[src/rtl/turn_switch_conditioner_pkg.sv]
// Shared constants for the turn-switch input stage: lockout FSM states and default timing.
package turn_switch_conditioner_pkg;

    localparam int unsigned DEF_SYNC_STAGES     = 2;
    localparam int unsigned DEF_DEBOUNCE_CYCLES = 4;

    // State is one-hot in the output flops: bit 0 drives left_sw, bit 1 drives right_sw.
    localparam int unsigned ST_W     = 2;
    localparam logic [1:0]  ST_IDLE  = 2'b00;
    localparam logic [1:0]  ST_LEFT  = 2'b01;
    localparam logic [1:0]  ST_RIGHT = 2'b10;

    typedef struct packed {
        logic left;
        logic right;
    } sw_pair_t;

endpackage

[src/rtl/turn_switch_conditioner_switch_debouncer.sv]
// One stalk channel: raw contact -> synchronizer chain -> consecutive-cycle debouncer.
module switch_debouncer
    import turn_switch_conditioner_pkg::*;
#(
    parameter int unsigned SYNC_STAGES     = DEF_SYNC_STAGES,
    parameter int unsigned DEBOUNCE_CYCLES = DEF_DEBOUNCE_CYCLES
) (
    input  logic clk,
    input  logic reset,
    input  logic raw,
    output logic deb
);

    localparam int unsigned CNT_W = $clog2(DEBOUNCE_CYCLES + 1);
    localparam logic [CNT_W-1:0] CNT_LAST = CNT_W'(DEBOUNCE_CYCLES - 1);

    if (SYNC_STAGES < 2) begin : g_bad_sync
        $error("switch_debouncer: SYNC_STAGES must be >= 2");
    end
    if (DEBOUNCE_CYCLES < 1) begin : g_bad_deb
        $error("switch_debouncer: DEBOUNCE_CYCLES must be >= 1");
    end

    logic [SYNC_STAGES-1:0] sync_q, sync_d;
    logic [CNT_W-1:0]       cnt_q, cnt_d;
    logic                   deb_q, deb_d;
    logic                   syn;

    assign syn = sync_q[SYNC_STAGES-1];
    assign deb = deb_q;

    // A disagreeing sample advances the run; any agreeing sample restarts it.
    always_comb begin
        sync_d = {sync_q[SYNC_STAGES-2:0], raw};
        cnt_d  = '0;
        deb_d  = deb_q;
        if (syn != deb_q) begin
            if (cnt_q == CNT_LAST) begin
                deb_d = syn;
            end else begin
                cnt_d = cnt_q + CNT_W'(1);
            end
        end
    end

    always_ff @(posedge clk) begin
        if (reset) begin
            sync_q <= '0;
            cnt_q  <= '0;
            deb_q  <= 1'b0;
        end else begin
            sync_q <= sync_d;
            cnt_q  <= cnt_d;
            deb_q  <= deb_d;
        end
    end

endmodule

[src/rtl/turn_switch_conditioner.sv]
// Conditions raw left/right stalk contacts into mutually exclusive left_sw/right_sw levels.
module turn_switch_conditioner
    import turn_switch_conditioner_pkg::*;
#(
    parameter int unsigned SYNC_STAGES     = DEF_SYNC_STAGES,
    parameter int unsigned DEBOUNCE_CYCLES = DEF_DEBOUNCE_CYCLES
) (
    input  logic clk,
    input  logic reset,
    input  logic left_raw,
    input  logic right_raw,
    output logic left_sw,
    output logic right_sw
);

    sw_pair_t        deb;
    logic [ST_W-1:0] state_q, state_d;

    switch_debouncer #(
        .SYNC_STAGES    (SYNC_STAGES),
        .DEBOUNCE_CYCLES(DEBOUNCE_CYCLES)
    ) u_left (
        .clk  (clk),
        .reset(reset),
        .raw  (left_raw),
        .deb  (deb.left)
    );

    switch_debouncer #(
        .SYNC_STAGES    (SYNC_STAGES),
        .DEBOUNCE_CYCLES(DEBOUNCE_CYCLES)
    ) u_right (
        .clk  (clk),
        .reset(reset),
        .raw  (right_raw),
        .deb  (deb.right)
    );

    // Lockout: a direction is held until its own switch releases; ambiguity stays idle.
    always_comb begin
        state_d = state_q;
        case (state_q)
            ST_IDLE: begin
                if (deb.left && !deb.right) begin
                    state_d = ST_LEFT;
                end else if (!deb.left && deb.right) begin
                    state_d = ST_RIGHT;
                end
            end
            ST_LEFT:  if (!deb.left)  state_d = ST_IDLE;
            ST_RIGHT: if (!deb.right) state_d = ST_IDLE;
            default:  state_d = ST_IDLE;
        endcase
    end

    always_ff @(posedge clk) begin
        if (reset) begin
            state_q <= ST_IDLE;
        end else begin
            state_q <= state_d;
        end
    end

    assign left_sw  = state_q[0];
    assign right_sw = state_q[1];

endmodule

[config.mk]
export PLATFORM = sky130hd
export DESIGN_NAME = turn_switch_conditioner
export DESIGN_NICKNAME = d
export VERILOG_FILES = /design/src/rtl/turn_switch_conditioner_pkg.sv /design/src/rtl/turn_switch_conditioner_switch_debouncer.sv /design/src/rtl/turn_switch_conditioner.sv
export SDC_FILE = /design/constraint.sdc
export NUM_CORES = 1
export LEC_CHECK = 0
export ABC_CLOCK_PERIOD_IN_PS = 3100
export BUFFER_PORTS_ARGS = -buffer_cell sky130_fd_sc_hd__buf_2
export CORE_AREA = 2 2 39 41
export DETAILED_ROUTE_END_ITERATION = 16
export DIE_AREA = 0 0 41 43
export PLACE_DENSITY = 0.54
export SLEW_MARGIN = 0
export SYNTH_ARGS = -nofsm -noshare
export SYNTH_HDL_FRONTEND = slang
export SYNTH_SLANG_ARGS = --single-unit
[constraint.sdc]
create_clock -name clk -period 3.1 [get_ports clk]
set_input_delay 0.62 -clock clk [delete_from_list [all_inputs] [get_ports clk]]
set_output_delay 0.62 -clock clk [all_outputs]
set_load 0.01 [all_outputs]
==> flow_summary_export.csv, run 1 <==
group,metric,value,unit
yosys,synth.largest_area_cell,"dfxtp_1",
grt,grt_pass1_wl,1.18,mm
critical_path,critPathKind,"register to primary output",
grt,grt_usage,10.2,%
critical_path,critical_path.startpoint,"state_q[1]",
placement,placed_cell_area,549,um2
timing,fin_ws,1.68,ns
timing,fmax,0.704,GHz
grt,grt_max_degree,15,
timing,finalCritPeriodShare,45.8,%
power_and_ir_drop,leakagePower,0.224,nW
grt,first_global_vias,295,
die,start_util,36.7,%
die,coreArea,0.00138,mm2
power_and_ir_drop,total_power,0.321,mW
yosys,syn_area_per_cell,11.3,um2
drt,dr_total_vias,328,
die,die_h,43,um
critical_path,required,2.48,ns
timing,slew_headroom,79.8,%
critical_path,r2r-start,"u_right.deb",
timing,rsz0062_at_grt,"false",
finish,final_common_cell,"dfxtp_1",
critical_path,worst-path-stages,1,
yosys,yosysSeqAreaShare,55.2,%
flow_run,max_cap_violations,0,
yosys,synth_top_area_share,55.2,%
timing,fin_crit,1.42,ns
yosys,synth-seq-cells,14,
yosys,syn-cell-area,508,um2
die,rows,14,
critical_path,crit_path_end_kind,"primary output",
critical_path,critical_path_arrival,0.80,ns
grt,antenna_found_initial,0,
timing,drv_slew,0,
die,ios,6,
critical_path,max_stage_delay,0.38,ns
clock_network,cts_inserted_buffers,3,
hold_path,hold_depth,1,
power_and_ir_drop,peakVddDrop,0.000259,V
finish,fin_nets,63,
clock_network,clkTransAtPathRegs,0.09,ns
outcome,status,"completed",
clock_network,cts_sinks,14,
placement,dp_cells,65,
placement,hpwlAfterDp,486,um
drt,ant_nets,0,
critical_path,crit_slowest_cell,"dfxtp_1",
critical_path,critPathLaunchType,"register",
critical_path,reg2regPathDepth,4,
clock_network,htreeDepth,1,
placement,io_buffer_count,5,
drt,drtPass1Iterations,3,
clock_network,cts_buffer_depth,2,
finish,area.growth.synth_to_final,15.3,%
yosys,synthCells,45,
timing,fin_skew,0.00909,ns
drt,drt_iter0_drc,5,
clock_network,insertion_delay,0.28,ns
clock_network,cts_root_buf,"clkbuf_4",
finish,final_cell_count_no_fill,69,
finish,fillCellCount,126,
clock_network,cts-hold-fix-buffers,0,
finish,antennaDiodeCount,0,
clock_network,cts.repair.resized,0,
critical_path,critPathTopFamily,"flip-flops",
finish,drive_gt1_share,17.0,%
drt,wl_per_cell,9.84,um
timing,final_hold_viol_count,0,
finish,layout_common_cells,"dfxtp_1, ha_1, buf_2",
clock_network,cts_tree,"yes",
die,dieArea,0.00176,mm2
yosys,synth.area.top_cells,"dfxtp_1, ha_1, nor2b_1",
yosys,synth.distinct_cells,14,
hold_path,hp-start,"u_right.sync_q[0]",
power_and_ir_drop,p_per_area,548,mW/mm2
timing,finalSetupTns,0,ns
placement,place_ws,1.74,ns
die,die_w,41,um
yosys,yosysWarnings,0,
critical_path,critPathMaxFanout,4,
finish,finalInstanceArea,586,um2
placement,gp_congestion,0.597,
drt,drc,0,
clock_network,post-cts-setup-buffers,0,
critical_path,path_buf_inv,1,
hold_path,hp-class,"register to register",
drt,via_per_inst,4.75,
timing,setup_viol,0,
grt,grt_overflow,0,
timing,worst_pin_slew,0.301,ns
drt,drt-total-wl,679,um
yosys,syn_nets,54,
critical_path,crit_path_cell_trace,"buf_2",
## per-stage QoR
step	utilization, %	hold slack (ns)
after detailed placement	39.7	0.422
after CTS	42.3	0.438
final	42.3	0.433
after global routing	42.3	0.456
after floorplan	-	0.405
after global placement	39.7	0.416
## logic make-up after synthesis
logic type	count (synthesis)	synth area share [%]
DFF	14	55.2
and+or+nand+nor	16	19.2
AOI/OAI and AO/OA	2	2.95
xor gates and xnor gates	2	3.45
adders and majority gates	5	12.3
buffers and inverters	4	2.95
muxes	2	3.94
## final timing paths
| check | to | slack [ns] |
|---|---|---|
| worst max-delay path | right_sw | 1.68 |
| worst min-delay path | u_right.sync_q[1] | 0.43 |
| worst max register to register | state_q[0] | 1.71 |
| worst min register to register | u_right.sync_q[1] | 0.43 |
## per-layer routing
layer | wire length [um] | track usage [%] | part of all wire [%]
met3 | 25 | 3.14 | 3.7
met5 | 0 | 0 | 0
met2 | 299 | 12.2 | 44
met4 | 0 | 8.00 | 0
met1 | 354 | 14.6 | 52
## state kept, by name, summed over array words and instances (netlist names)
| name | cells |
|---|---|
| u_right.cnt_q | 3 |
| u_right.deb | 1 |
| state_q | 2 |
| u_right.sync_q | 2 |
| u_left.deb | 1 |
| u_left.sync_q | 2 |
| u_left.cnt_q | 3 |
## final cells by class
type | count | area [um2] | share of cell area, %
Multi-Input combinational cell | 27 | 213 | 36.3
Tap cell | 16 | 20.0 | 3.42
Clock buffer | 4 | 36.3 | 6.20
Inverter | 3 | 11.3 | 1.92
Timing Repair Buffer | 5 | 25.0 | 4.27
Sequential cell | 14 | 280 | 47.9
## power by group
| part | switching, mW | internal [mW] | total [mW] |
|---|---|---|---|
| combinational | 0.00438 | 0.00387 | 0.00826 |
| sequential | 0.00130 | 0.183 | 0.184 |
| clock | 0.0573 | 0.0714 | 0.129 |
## synth_stat cells
library cell and n:
nor4_1 4, xnor2_1 2, nor4b_1 2, clkbuf_1 1, dfxtp_1 14, or3b_1 1, inv_1 3, nor2_1 2
nand2_1 2, ha_1 5, mux2i_1 2, or3_1 1, a211oi_1 2, nor2b_1 4
Power figures use the tool's default switching activity.
==> inputs of run 2 (changes only) <==
--- a/config.mk
+++ b/config.mk
@@ -5,12 +5,13 @@
 export SDC_FILE = /design/constraint.sdc
 export NUM_CORES = 1
 export LEC_CHECK = 0
-export ABC_CLOCK_PERIOD_IN_PS = 3100
+export ABC_AREA = 1
+export ABC_CLOCK_PERIOD_IN_PS = 1450
 export BUFFER_PORTS_ARGS = -buffer_cell sky130_fd_sc_hd__buf_2
 export CORE_AREA = 2 2 39 41
 export DETAILED_ROUTE_END_ITERATION = 16
 export DIE_AREA = 0 0 41 43
-export PLACE_DENSITY = 0.54
+export PLACE_DENSITY = 0.58
 export SLEW_MARGIN = 0
 export SYNTH_ARGS = -nofsm -noshare
 export SYNTH_HDL_FRONTEND = slang
==> constraint.sdc (replaced) <==
create_clock -name clk -period 1.45 [get_ports clk]
set_input_delay 0.29 -clock clk [delete_from_list [all_inputs] [get_ports clk]]
set_output_delay 0.29 -clock clk [all_outputs]
set_load 0.01 [all_outputs]
==> flow_summary_export.csv, run 2 <==
group,metric,value,unit
timing,fin_crit,1.13,ns
yosys,synthXorXnorAreaFrac,0,%
finish,fin_nets,81,
yosys,synthMuxAreaShare,0,%
timing,fin_skew,0.00198,ns
finish,multi_input_area,209,um2
clock_network,cts_tree,"yes",
yosys,synth-edff-count,0,
power_and_ir_drop,p_clk_share,39.5,%
drt,drtPass1Iterations,2,
drt,wl_per_cell,8.17,um
yosys,yosysWarnings,0,
power_and_ir_drop,seqPwrFrac,57.4,%
yosys,yosysSeqAreaShare,50.7,%
timing,setup_viol,0,
timing,whs,0.213,ns
clock_network,insertion_delay,0.27,ns
placement,gp_congestion,0.658,
hold_path,hp-class,"input pin to register",
outcome,status,"completed",
timing,final_hold_viol_count,0,
yosys,synthCells,63,
yosys,yosys.area_share.simple,20.1,%
die,die_h,43,um
yosys,syn-cell-area,553,um2
grt,grt_max_degree,10,
yosys,netlist_top_cells_count,"dfxtp_1, inv_1, nor2_1",
timing,finalCritPeriodShare,78.2,%
power_and_ir_drop,peakVddDrop,0.000483,V
finish,area.growth.synth_to_final,12.7,%
timing,slew_headroom,86.1,%
critical_path,max_stage_delay,0.32,ns
flow_run,max_cap_violations,0,
critical_path,path_buf_inv,0,
clock_network,cts_sinks,14,
hold_path,hold_depth,3,
finish,drive_gt1_share,18.3,%
yosys,yosys_most_used_dff,"dfxtp_1",
power_and_ir_drop,p_sw,0.134,mW
drt,via_per_inst,4.47,
power_and_ir_drop,p_int,0.552,mW
grt,first_global_vias,387,
timing,fin_ws,0.317,ns
die,ios,6,
power_and_ir_drop,sw_frac_of_total,19.6,%
yosys,syn_nets,72,
die,start_util,40.0,%
drt,drc,0,
finish,layout_common_cells,"inv_1, dfxtp_1, nor2_1",
power_and_ir_drop,total_power,0.686,mW
clock_network,clkTransAtPathRegs,0.08,ns
timing,worst_pin_slew,0.208,ns
power_and_ir_drop,p_per_area,1100,mW/mm2
yosys,synth_top_area_share,50.7,%
critical_path,crit_top_cell,"ha_1",
power_and_ir_drop,pwr-share-comb,3.1,%
timing,rsz0062_at_grt,"false",
placement,io_buffer_count,5,
finish,antennaDiodeCount,0,
grt,antenna_found_initial,0,
finish,utilization,45.0,%
die,rows,14,
finish,regArea,280,um2
finish,finalInstanceArea,623,um2
placement,place_ws,0.349,ns
finish,top_regs,"u_left.cnt_q x3, u_right.cnt_q x3",
critical_path,required,1.66,ns
finish,final_cell_count_no_fill,87,
clock_network,cts_buffer_depth,2,
critical_path,crit_slowest_cell,"dfxtp_1",
timing,finalSetupTns,0,ns
yosys,synth-seq-cells,14,
yosys,synth_top_family_by_area,"simple AND/OR/NAND/NOR gates",
finish,fillCellCount,154,
critical_path,worst-path-stages,5,
grt,grt_pass1_wl,1.32,mm
yosys,synth.distinct_cells,14,
placement,dp_cells,83,
power_and_ir_drop,leakagePower,0.283,nW
critical_path,reg2regPathDepth,5,
yosys,synth_fa_ha_area_share,11.3,%
drt,drt-total-wl,711,um
critical_path,critical_path_arrival,1.34,ns
critical_path,critPathMaxFanout,3,
die,die_w,41,um
clock_network,htreeDepth,1,
clock_network,post-cts-setup-buffers,0,
critical_path,critPathLaunchType,"register",
yosys,syn_area_per_cell,8.78,um2
drt,dr_total_vias,389,
yosys,synth_compound_area_share,6.33,%
critical_path,critPathTopFamily,"adder cells",
clock_network,cts_root_buf,"clkbuf_4",
drt,ant_nets,0,
critical_path,crit_path_cell_trace,"ha_1, ha_1, a21oi_1, nand2_2, nor2_1",
die,dieArea,0.00176,mm2
clock_network,cts-hold-fix-buffers,0,
yosys,synthArstFlopShare,0,%
critical_path,critPathKind,"register to register",
timing,drv_slew,0,
yosys,synth.area.top_cells,"dfxtp_1, ha_1, inv_1",
clock_network,cts_inserted_buffers,3,
critical_path,crit_path_end_kind,"register",
grt,grt_overflow,0,
placement,hpwlAfterDp,537,um
placement,placed_cell_area,587,um2
clock_network,cts.repair.resized,0,
grt,grt_usage,11.3,%
yosys,synth.largest_area_cell,"dfxtp_1",
timing,fmax,0.882,GHz
drt,drt_iter0_drc,1,
die,coreArea,0.00138,mm2
-- run 2: worst paths after layout --
path	from	slack [ns]	end
worst max-delay path	u_left.cnt_q[0]	0.32	u_left.cnt_q[0]
worst min-delay path	right_raw	0.21	u_right.sync_q[0]
worst max register to register	u_left.cnt_q[0]	0.32	u_left.cnt_q[0]
worst min register to register	u_left.sync_q[0]	0.41	u_left.sync_q[1]
-- run 2: layout make-up --
class | count | area share (%)
Inverter | 14 | 8.43
Timing Repair Buffer | 5 | 4.02
Sequential cell | 14 | 45.0
Multi-Input combinational cell | 34 | 33.5
Clock buffer | 4 | 5.82
Tap cell | 16 | 3.21
-- run 2: per-layer routing --
layer  share of wire, %  global-route usage, %  vias up
li1                   -                      -      208
met1                 44                   10.9      173
met2                 50                   18.1        6
met3                4.8                   6.28        2
met4                1.5                   6.00        0
met5                  0                      0        -
-- run 2: logic make-up (layout without fill, tap and decap cells) --
family	count (synthesis)	count (layout)
AOI/OAI and AO/OA	7	7
DFF	14	14
adders and majority gates	5	5
buffers and inverters	15	23
and+or+nand+nor	22	22
-- run 2: power groups by stage --
stage                     registers (mW)  logic, mW  clock network [mW]
final                              0.394     0.0212               0.271
after CTS                          0.394     0.0219               0.281
after floorplan                    0.402     0.0178                   0
after global routing               0.394     0.0252               0.303
after global placement             0.403     0.0209                   0
after detailed placement           0.403     0.0215                   0
-- run 2: worst register-to-register path, stage by stage (launching register included) --
cell,delay (ns)
dfxtp_1,0.32
ha_1,0.20
ha_1,0.20
a21oi_1,0.16
nand2_2,0.09
nor2_1,0.10
==> inputs of run 3 (changes only) <==
--- a/config.mk
+++ b/config.mk
@@ -5,13 +5,13 @@
 export SDC_FILE = /design/constraint.sdc
 export NUM_CORES = 1
 export LEC_CHECK = 0
-export ABC_AREA = 1
-export ABC_CLOCK_PERIOD_IN_PS = 1450
+export ABC_AREA = 0
+export ABC_CLOCK_PERIOD_IN_PS = 900
 export BUFFER_PORTS_ARGS = -buffer_cell sky130_fd_sc_hd__buf_2
 export CORE_AREA = 2 2 39 41
 export DETAILED_ROUTE_END_ITERATION = 16
 export DIE_AREA = 0 0 41 43
-export PLACE_DENSITY = 0.58
+export PLACE_DENSITY = 0.56
 export SLEW_MARGIN = 0
 export SYNTH_ARGS = -nofsm -noshare
 export SYNTH_HDL_FRONTEND = slang
==> constraint.sdc (replaced) <==
create_clock -name clk -period 0.9 [get_ports clk]
set_input_delay 0.18 -clock clk [delete_from_list [all_inputs] [get_ports clk]]
set_output_delay 0.18 -clock clk [all_outputs]
set_load 0.01 [all_outputs]
==> flow_summary_export.csv, run 3 (same netlist as run 1, synthesis figures left out) <==
group,metric,value,unit
outcome,status,"finished with violations",
outcome,violations,"setup timing",
drt,drc,0,
critical_path,path_buf_inv,1,
die,dieArea,0.00176,mm2
timing,slew_headroom,78.5,%
timing,drv_slew,0,
power_and_ir_drop,leakagePower,0.276,nW
finish,fin_nets,70,
finish,area.growth.synth_to_final,58.4,%
drt,ant_nets,0,
finish,antennaDiodeCount,0,
placement,place_ws,-0.395,ns
critical_path,critical_path_arrival,1.42,ns
grt,grt_overflow,0,
grt,first_global_vias,416,
finish,layout_common_cells,"dfxtp_1, dfxtp_2, buf_4",
die,start_util,36.7,%
critical_path,critPathTopFamily,"simple AND/OR/NAND/NOR gates",
power_and_ir_drop,peakVddDrop,0.00132,V
die,rows,14,
die,die_h,43,um
grt,antenna_found_initial,0,
timing,rsz0062_at_grt,"true",
die,coreArea,0.00138,mm2
flow_run,max_cap_violations,0,
finish,top_regs,"u_left.cnt_q x3, u_right.cnt_q x3",
critical_path,crit_slowest_cell,"or3b_1",
placement,hpwlAfterDp,652,um
drt,wl_per_cell,13.7,um
critical_path,crit_path_cell_trace,"inv_2, ha_4, or3b_1, a211oi_2",
clock_network,cts_tree,"yes",
clock_network,cts_buffer_depth,2,
clock_network,cts_inserted_buffers,3,
critical_path,required,1.12,ns
critical_path,critPathMaxFanout,2,
placement,io_buffer_count,5,
grt,grt_max_degree,15,
critical_path,crit_path_end_kind,"register",
grt,grt_pass1_wl,1.79,mm
clock_network,htreeDepth,1,
drt,drt_iter0_drc,3,
timing,fin_skew,0.00537,ns
critical_path,critPathLaunchType,"register",
timing,fin_crit,1.20,ns
clock_network,insertion_delay,0.29,ns
critical_path,max_stage_delay,0.36,ns
timing,fmax,0.834,GHz
hold_path,hp-class,"input pin to register",
clock_network,cts_root_buf,"clkbuf_4",
clock_network,clkTransAtPathRegs,0.09,ns
clock_network,cts-hold-fix-buffers,0,
finish,utilization,58.1,%
timing,setup_viol,12,
timing,whs,0.0938,ns
drt,drt-total-wl,1.04,mm
placement,gp_congestion,0.575,
drt,via_per_inst,4.79,
drt,dr_total_vias,364,
die,die_w,41,um
timing,finalCritPeriodShare,133,%
timing,final_hold_viol_count,0,
grt,grt_usage,16.4,%
critical_path,critPathKind,"register to register",
clock_network,cts_sinks,14,
timing,worst_pin_slew,0.322,ns
timing,fin_ws,-0.299,ns
die,ios,6,
drt,drtPass1Iterations,2,
power_and_ir_drop,p_per_area,1430,mW/mm2
finish,drive_gt1_share,65.0,%
[run 3: final cells by class]
| cell class | instances | area (um2) |
|---|---|---|
| Fill cell | 123 | 579 |
| Multi-Input combinational cell | 27 | 360 |
| Sequential cell | 14 | 289 |
| Timing Repair Buffer | 12 | 87.6 |
| Clock buffer | 4 | 36.3 |
| Tap cell | 16 | 20.0 |
| Inverter | 3 | 11.3 |
[run 3: through the flow]
step	area [um2]	power, mW	setup TNS, ns	cells
CTS	805	1.15	-1.61	76
global placement	634	0.678	-0.972	68
detailed placement	634	0.681	-1.49	68
floorplan	571	0.669	-0.855	45
finish	805	1.15	-1.55	76
global route	805	1.19	-2.12	76
[run 3: routing by layer]
layer  track usage, %  vias up  part of all wire, %
met5                0        -                    0
met4             10.0        0                  2.4
met3             4.71        3                  3.3
met2             27.8        7                   59
met1             16.2      169                   35
li1                 -      185                    -
[run 3: final timing paths]
path | start | to | slack (ns) | cells after the start
max | u_right.deb | state_q[0] | -0.30 | 4
min | right_raw | u_right.sync_q[0] | 0.09 | 2
max reg2reg | u_right.deb | state_q[0] | -0.30 | 4
min reg2reg | u_left.sync_q[0] | u_left.sync_q[1] | 0.46 | 1
[run 3: power breakdown]
group	switching [mW]	internal [mW]
logic	0.0222	0.0241
clock network	0.214	0.247
registers	0.00932	0.630
total	0.246	0.901
[run 3: timing repair]
item	CTS	global route
setup endpoints to repair	12	12
buffers inserted	4	0
gates resized for setup	17	0
pin swaps	8	2
hold endpoints to repair	0	0
